`src/rtl/mem_ctrl_pkg.sv`:
```
// Shared types and sizes for the mem_ctrl asynchronous-RAM front-end.
package mem_ctrl_pkg;

  localparam int ADDR_W = 16;
  localparam int DATA_W = 16;
  // Wait counter covers ACCESS_CYCLES-1 for ACCESS_CYCLES in 1..15.
  localparam int CNT_W  = 4;

  typedef enum logic [2:0] {
    IDLE   = 3'd0,
    SETUP  = 3'd1,
    ACCESS = 3'd2,
    HOLD   = 3'd3,
    RESP   = 3'd4
  } mem_ctrl_state_e;

endpackage

```
`src/rtl/mem_ctrl.sv`:
```
// Request/response front-end for a 16-bit asynchronous RAM. Each request runs
// SETUP (address/data settle, strobes low), ACCESS (strobes high for
// ACCESS_CYCLES), HOLD (strobes low, address still held), then RESP.
//
// Handshake: a transfer happens on a rising edge where valid && ready are both
// 1. The producer holds valid and its payload stable until that edge; ready
// never depends combinationally on valid. All outputs come straight from flops.
// The current FSM state is visible as state_q for observation.
module mem_ctrl
  import mem_ctrl_pkg::*;
#(
  parameter int unsigned ACCESS_CYCLES = 1
) (
  input  logic              clk,
  input  logic              rst_n,
  input  logic              req_valid,
  output logic              req_ready,
  input  logic              req_write,
  input  logic [ADDR_W-1:0] req_addr,
  input  logic [DATA_W-1:0] req_wdata,
  output logic              rsp_valid,
  input  logic              rsp_ready,
  output logic              rsp_write,
  output logic [DATA_W-1:0] rsp_rdata,
  output logic [ADDR_W-1:0] ram_address,
  output logic [DATA_W-1:0] ram_data_i,
  input  logic [DATA_W-1:0] ram_data_o,
  output logic              ram_operation_flag,
  output logic              ram_read,
  output logic              ram_write
);

  mem_ctrl_state_e   state_q, state_d;
  logic [CNT_W-1:0]  cnt_q, cnt_d;
  logic              write_q, write_d;
  logic              req_ready_q, req_ready_d;
  logic              rsp_valid_q, rsp_valid_d;
  logic              rsp_write_q, rsp_write_d;
  logic [DATA_W-1:0] rsp_rdata_q, rsp_rdata_d;
  logic [ADDR_W-1:0] ram_address_q, ram_address_d;
  logic [DATA_W-1:0] ram_data_i_q, ram_data_i_d;
  logic              ram_op_q, ram_op_d;
  logic              ram_rd_q, ram_rd_d;
  logic              ram_wr_q, ram_wr_d;

  // Next-state and next-output computation; every output is registered below.
  always_comb begin
    state_d       = state_q;
    cnt_d         = cnt_q;
    write_d       = write_q;
    req_ready_d   = req_ready_q;
    rsp_valid_d   = rsp_valid_q;
    rsp_write_d   = rsp_write_q;
    rsp_rdata_d   = rsp_rdata_q;
    ram_address_d = ram_address_q;
    ram_data_i_d  = ram_data_i_q;
    ram_op_d      = ram_op_q;
    ram_rd_d      = ram_rd_q;
    ram_wr_d      = ram_wr_q;
    case (state_q)
      IDLE: begin
        if (req_valid && req_ready_q) begin
          // Request fields are sampled only here; the address/data flops
          // double as the request latch so the RAM sees them during SETUP.
          write_d       = req_write;
          ram_address_d = req_addr;
          ram_data_i_d  = req_write ? req_wdata : '0;
          rsp_rdata_d   = '0;
          req_ready_d   = 1'b0;
          state_d       = SETUP;
        end
      end
      SETUP: begin
        cnt_d    = CNT_W'(ACCESS_CYCLES - 1);
        ram_op_d = 1'b1;
        ram_rd_d = ~write_q;
        ram_wr_d = write_q;
        state_d  = ACCESS;
      end
      ACCESS: begin
        if (cnt_q == '0) begin
          // Last access cycle: read data is valid now, strobes fall next.
          ram_op_d = 1'b0;
          ram_rd_d = 1'b0;
          ram_wr_d = 1'b0;
          if (!write_q) rsp_rdata_d = ram_data_o;
          state_d  = HOLD;
        end else begin
          cnt_d = cnt_q - CNT_W'(1);
        end
      end
      HOLD: begin
        rsp_valid_d = 1'b1;
        rsp_write_d = write_q;
        state_d     = RESP;
      end
      RESP: begin
        if (rsp_ready) begin
          rsp_valid_d   = 1'b0;
          rsp_write_d   = 1'b0;
          rsp_rdata_d   = '0;
          req_ready_d   = 1'b1;
          ram_address_d = '0;
          ram_data_i_d  = '0;
          state_d       = IDLE;
        end
      end
      default: begin
        ram_op_d    = 1'b0;
        ram_rd_d    = 1'b0;
        ram_wr_d    = 1'b0;
        rsp_valid_d = 1'b0;
        req_ready_d = 1'b1;
        state_d     = IDLE;
      end
    endcase
  end

  // State and output registers; reset drops every strobe immediately.
  always_ff @(posedge clk or negedge rst_n) begin
    if (!rst_n) begin
      state_q       <= IDLE;
      cnt_q         <= '0;
      write_q       <= 1'b0;
      req_ready_q   <= 1'b1;
      rsp_valid_q   <= 1'b0;
      rsp_write_q   <= 1'b0;
      rsp_rdata_q   <= '0;
      ram_address_q <= '0;
      ram_data_i_q  <= '0;
      ram_op_q      <= 1'b0;
      ram_rd_q      <= 1'b0;
      ram_wr_q      <= 1'b0;
    end else begin
      state_q       <= state_d;
      cnt_q         <= cnt_d;
      write_q       <= write_d;
      req_ready_q   <= req_ready_d;
      rsp_valid_q   <= rsp_valid_d;
      rsp_write_q   <= rsp_write_d;
      rsp_rdata_q   <= rsp_rdata_d;
      ram_address_q <= ram_address_d;
      ram_data_i_q  <= ram_data_i_d;
      ram_op_q      <= ram_op_d;
      ram_rd_q      <= ram_rd_d;
      ram_wr_q      <= ram_wr_d;
    end
  end

  assign req_ready          = req_ready_q;
  assign rsp_valid          = rsp_valid_q;
  assign rsp_write          = rsp_write_q;
  assign rsp_rdata          = rsp_rdata_q;
  assign ram_address        = ram_address_q;
  assign ram_data_i         = ram_data_i_q;
  assign ram_operation_flag = ram_op_q;
  assign ram_read           = ram_rd_q;
  assign ram_write          = ram_wr_q;

endmodule

```
`config.mk`:
```
export PLATFORM = sky130hd
export DESIGN_NAME = mem_ctrl
export DESIGN_NICKNAME = d
export VERILOG_FILES = /design/src/rtl/mem_ctrl_pkg.sv /design/src/rtl/mem_ctrl.sv
export SDC_FILE = /design/constraint.sdc
export NUM_CORES = 1
export LEC_CHECK = 0
export CAP_MARGIN = 5
export CORE_ASPECT_RATIO = 0.8
export CORE_MARGIN = 8
export CORE_UTILIZATION = 40
export CTS_CLUSTER_DIAMETER = 50
export CTS_CLUSTER_SIZE = 14
export DETAILED_ROUTE_END_ITERATION = 12
export GPL_TIMING_DRIVEN = 0
export PLACE_DENSITY = 0.75
export SYNTH_ARGS = -nofsm -noshare
export SYNTH_HDL_FRONTEND = slang
export SYNTH_SLANG_ARGS = --single-unit
```
`constraint.sdc`:
```
create_clock -name clk -period 2.9 [get_ports clk]
set_clock_uncertainty 0.2 [all_clocks]
set_input_delay 0.58 -clock clk [delete_from_list [all_inputs] [get_ports clk]]
set_output_delay 0.58 -clock clk [all_outputs]
set_load 0.01 [all_outputs]
```
==> impl_metrics.toml <==
[place]
gp_congestion = 0.7666
placed_area_mm2 = 0.003786
dp_hpwl_um = 5010
port_buffers = 106
dp_slack_ps = 254.7

[synthesis]
avgSynthCellArea_um2 = 11.92
ys_types = 34
ys.warnings.count = 0
syn_nets = 275
ys_seq_elements = 62
ys_seq_area_share_pct = 59.21
netlist_area_mm2 = 0.002623
synth_cells = 220

[floorplan]
initial_core_util_pct = 41.13
io-pin-count = 107
row_count = 26
die_h_um = 88.42
die_area_mm2 = 0.009419
die_x_um = 106.5
core_area_mm2 = 0.006376

[flow_run]
maxCapViolations = 0

[clock_network]
cts.repair.resized = 0
cts_hold_buf = 0
cts_tree = "done"
cts_buffer_depth = 2
h-tree-depth = 3
root_buffer = "clkbuf_8"
cts_setup_buffers = 0
cts-buffers-inserted = 9
clk_pin_slew_ps = 70
cts_sinks = 62
clock_latency_ps = 330

[cells_and_area]
final_common_cell = "clkdlybuf4s50_1"
final_cell_mix = "clkdlybuf4s50_1, dfrtp_1, a22o_1, inv_1, nand2_1"
final_area_mm2 = 0.003990
drive_gt1_share_pct = 9.677
diodes = 0
fillCellCount = 529
nNetsFinal = 392
syn2layout_area_growth_pct = 52.15

[worst_setup_path]
cp_top_family = "buffers and inverters"
path_buf_inv = 3
cp_data_required_time_ps = 2970
critPathMaxFanout = 10
worst_setup_path_end_kind = "flip-flop"
max_stage_delay_ps = 500
crit_type = "in -> reg"
slowest_stage = "clkdlybuf4s50_1"
crit_path_start_kind = "input port"
cp.arrival_ps = 2340
path_cells = "clkdlybuf4s50_1 > nand2_1 > nor4_4 > and2_1 > buf_4 > buf_6 > a22o_1"

[pwr]
vdd_ir_drop_max_mv = 0.4891
p_leak_uw = 0.001818
p_sw_share_pct = 33.35
powerDensity_mw_per_mm2 = 1017
intPower_uw = 2704
p_seq_share_pct = 34.4
clkPwrFrac_pct = 19.6
power_switching_uw = 1353
power_frac_comb_pct = 45.9
finalPower_uw = 4057

[sta]
rsz0062_at_grt = "no"
setup_slack_ps = 633.4
setup_viol = 0
whs_ps = 133.5
relSlewSlack_pct = 48.99
post-route-min-period_ps = 2267
slew_viol_final = 0
fin_crit_sh_pct = 78.16
hold_viol = 0
finalSetupTns_ps = 0
worstMarginPinSlew_ps = 765.2
max_freq_mhz = 441.2

[global_routing]
antenna_found_initial = 0
grt_pass1_wl_um = 11350
grt_usage_pct = 15.35
grt_pass1_vias = 2281
grt-ovfl-total = 0
grt_max_degree = 63

[drt]
routedWlPerCell_um = 16.04
viasPerCell = 4.807
dr.pass1.iters = 4
routed_wl_um = 6817
drtIter0Drc = 61
ant_nets = 0
drc = 0
vias = 2043

[run_status]
status = "completed"

[min_path]
hp-class = "in -> async"
## cell type report
cell class,instances,area (um2),share of cell area [%]
Clock buffer,11,131.4,3.293
Timing Repair Buffer,106,1059,26.53
Clock inverter,4,72.57,1.819
Buffer,14,87.58,2.195
Inverter,21,78.83,1.976
Sequential cell,62,1553,38.92
Multi-Input combinational cell,123,903.4,22.64
Tap cell,84,105.1,2.634
## metal layers
layer	vias up	global-route usage, %	share of wire, %
met5	-	0	0
met4	0	6.497	1.4
met3	9	9.243	12
met2	86	22.05	41
met1	953	18.15	45
li1	995	-	-
## registers in the layout (all words and copies together), names as in the netlist, 3 cells and up
name         cells
rsp_rdata       16
ram_address     16
cnt_q            4
state_q          3
ram_data_i      16
## power groups by stage
stage                     Combinational (uW)  Clock (uW)  Sequential [uW]
after floorplan                          862           0             1530
after global placement                  1860           0             1400
after detailed placement                1900           0             1400
after CTS                               1900         826             1400
after global routing                    2030         861             1440
final                                   1860         797             1400
## per-stage QoR
step / util [%] / std cells
after floorplan: - / 220
after global placement: 59.42 / 410
after detailed placement: 59.38 / 410
after CTS: 62.58 / 425
after global routing: 62.58 / 425
final: 62.58 / 425
## synth_stat cells
cell       instances  share of area, %
dfrtp_1           61                58
a22o_1            35                12
inv_1             21               3.0
nand2_1           21               3.0
mux2i_1           17               6.5
nor2_1            10               1.4
buf_2              7               1.3
a21oi_1            5              0.95
o21ai_0            5              0.95
buf_4              3              0.86
nand2b_1           3              0.72
and2_1             2              0.48
buf_6              2              0.86
clkbuf_1           2              0.29
ha_1               2              0.95
nand3_1            2              0.38
nor2b_1            2              0.48
nor3_1             2              0.38
o22ai_1            2              0.48
xor2_1             2              0.67
a311oi_1           1              0.33
a41oi_1            1              0.33
dfstp_2            1               1.0
nand2_4            1              0.43
nand3b_1           1              0.29
nand4_4            1              0.81
nor3b_2            1              0.48
nor4_4             1              0.81
o21ai_1            1              0.19
o21bai_1           1              0.29
o2bb2ai_1          1              0.33
or3b_2             1              0.33
or3b_4             1              0.43
xnor2_1            1              0.33
## final timing paths
kind                                           start                          to  slack [ps]  cells after the start
setup / recovery                           req_valid  ram_data_i[13]$_DFFE_PN0P_         630                      7
hold / removal                                 rst_n   rsp_rdata[14]$_DFFE_PN0P_         130                      1
hold reg to reg            ram_data_i[2]$_DFFE_PN0P_   ram_data_i[2]$_DFFE_PN0P_         300                      1
min in group clk           ram_data_i[2]$_DFFE_PN0P_   ram_data_i[2]$_DFFE_PN0P_         300                      1
max in group asynchronous                      rst_n  ram_address[5]$_DFFE_PN0P_        1870                      1
setup reg to reg               req_ready$_DFFE_PN1P_  ram_data_i[13]$_DFFE_PN0P_         840                      6
## kinds of logic after synthesis
group | after synthesis | share of synthesized area [%]
simple gates | 49 | 10.45
compound gates | 52 | 15.55
flops | 62 | 59.21
buf+inv | 35 | 6.345
mux | 17 | 6.488
xor+xnor | 3 | 1.002
fa+ha+maj | 2 | 0.9540
## worst reg2reg max path: cells and delay by family (launching register included)
family | cells | cell delay (ps)
buf+inv | 2 | 310
compound gates | 1 | 140
flops | 1 | 550
simple gates | 3 | 800
(Power assumes the default switching activity.)
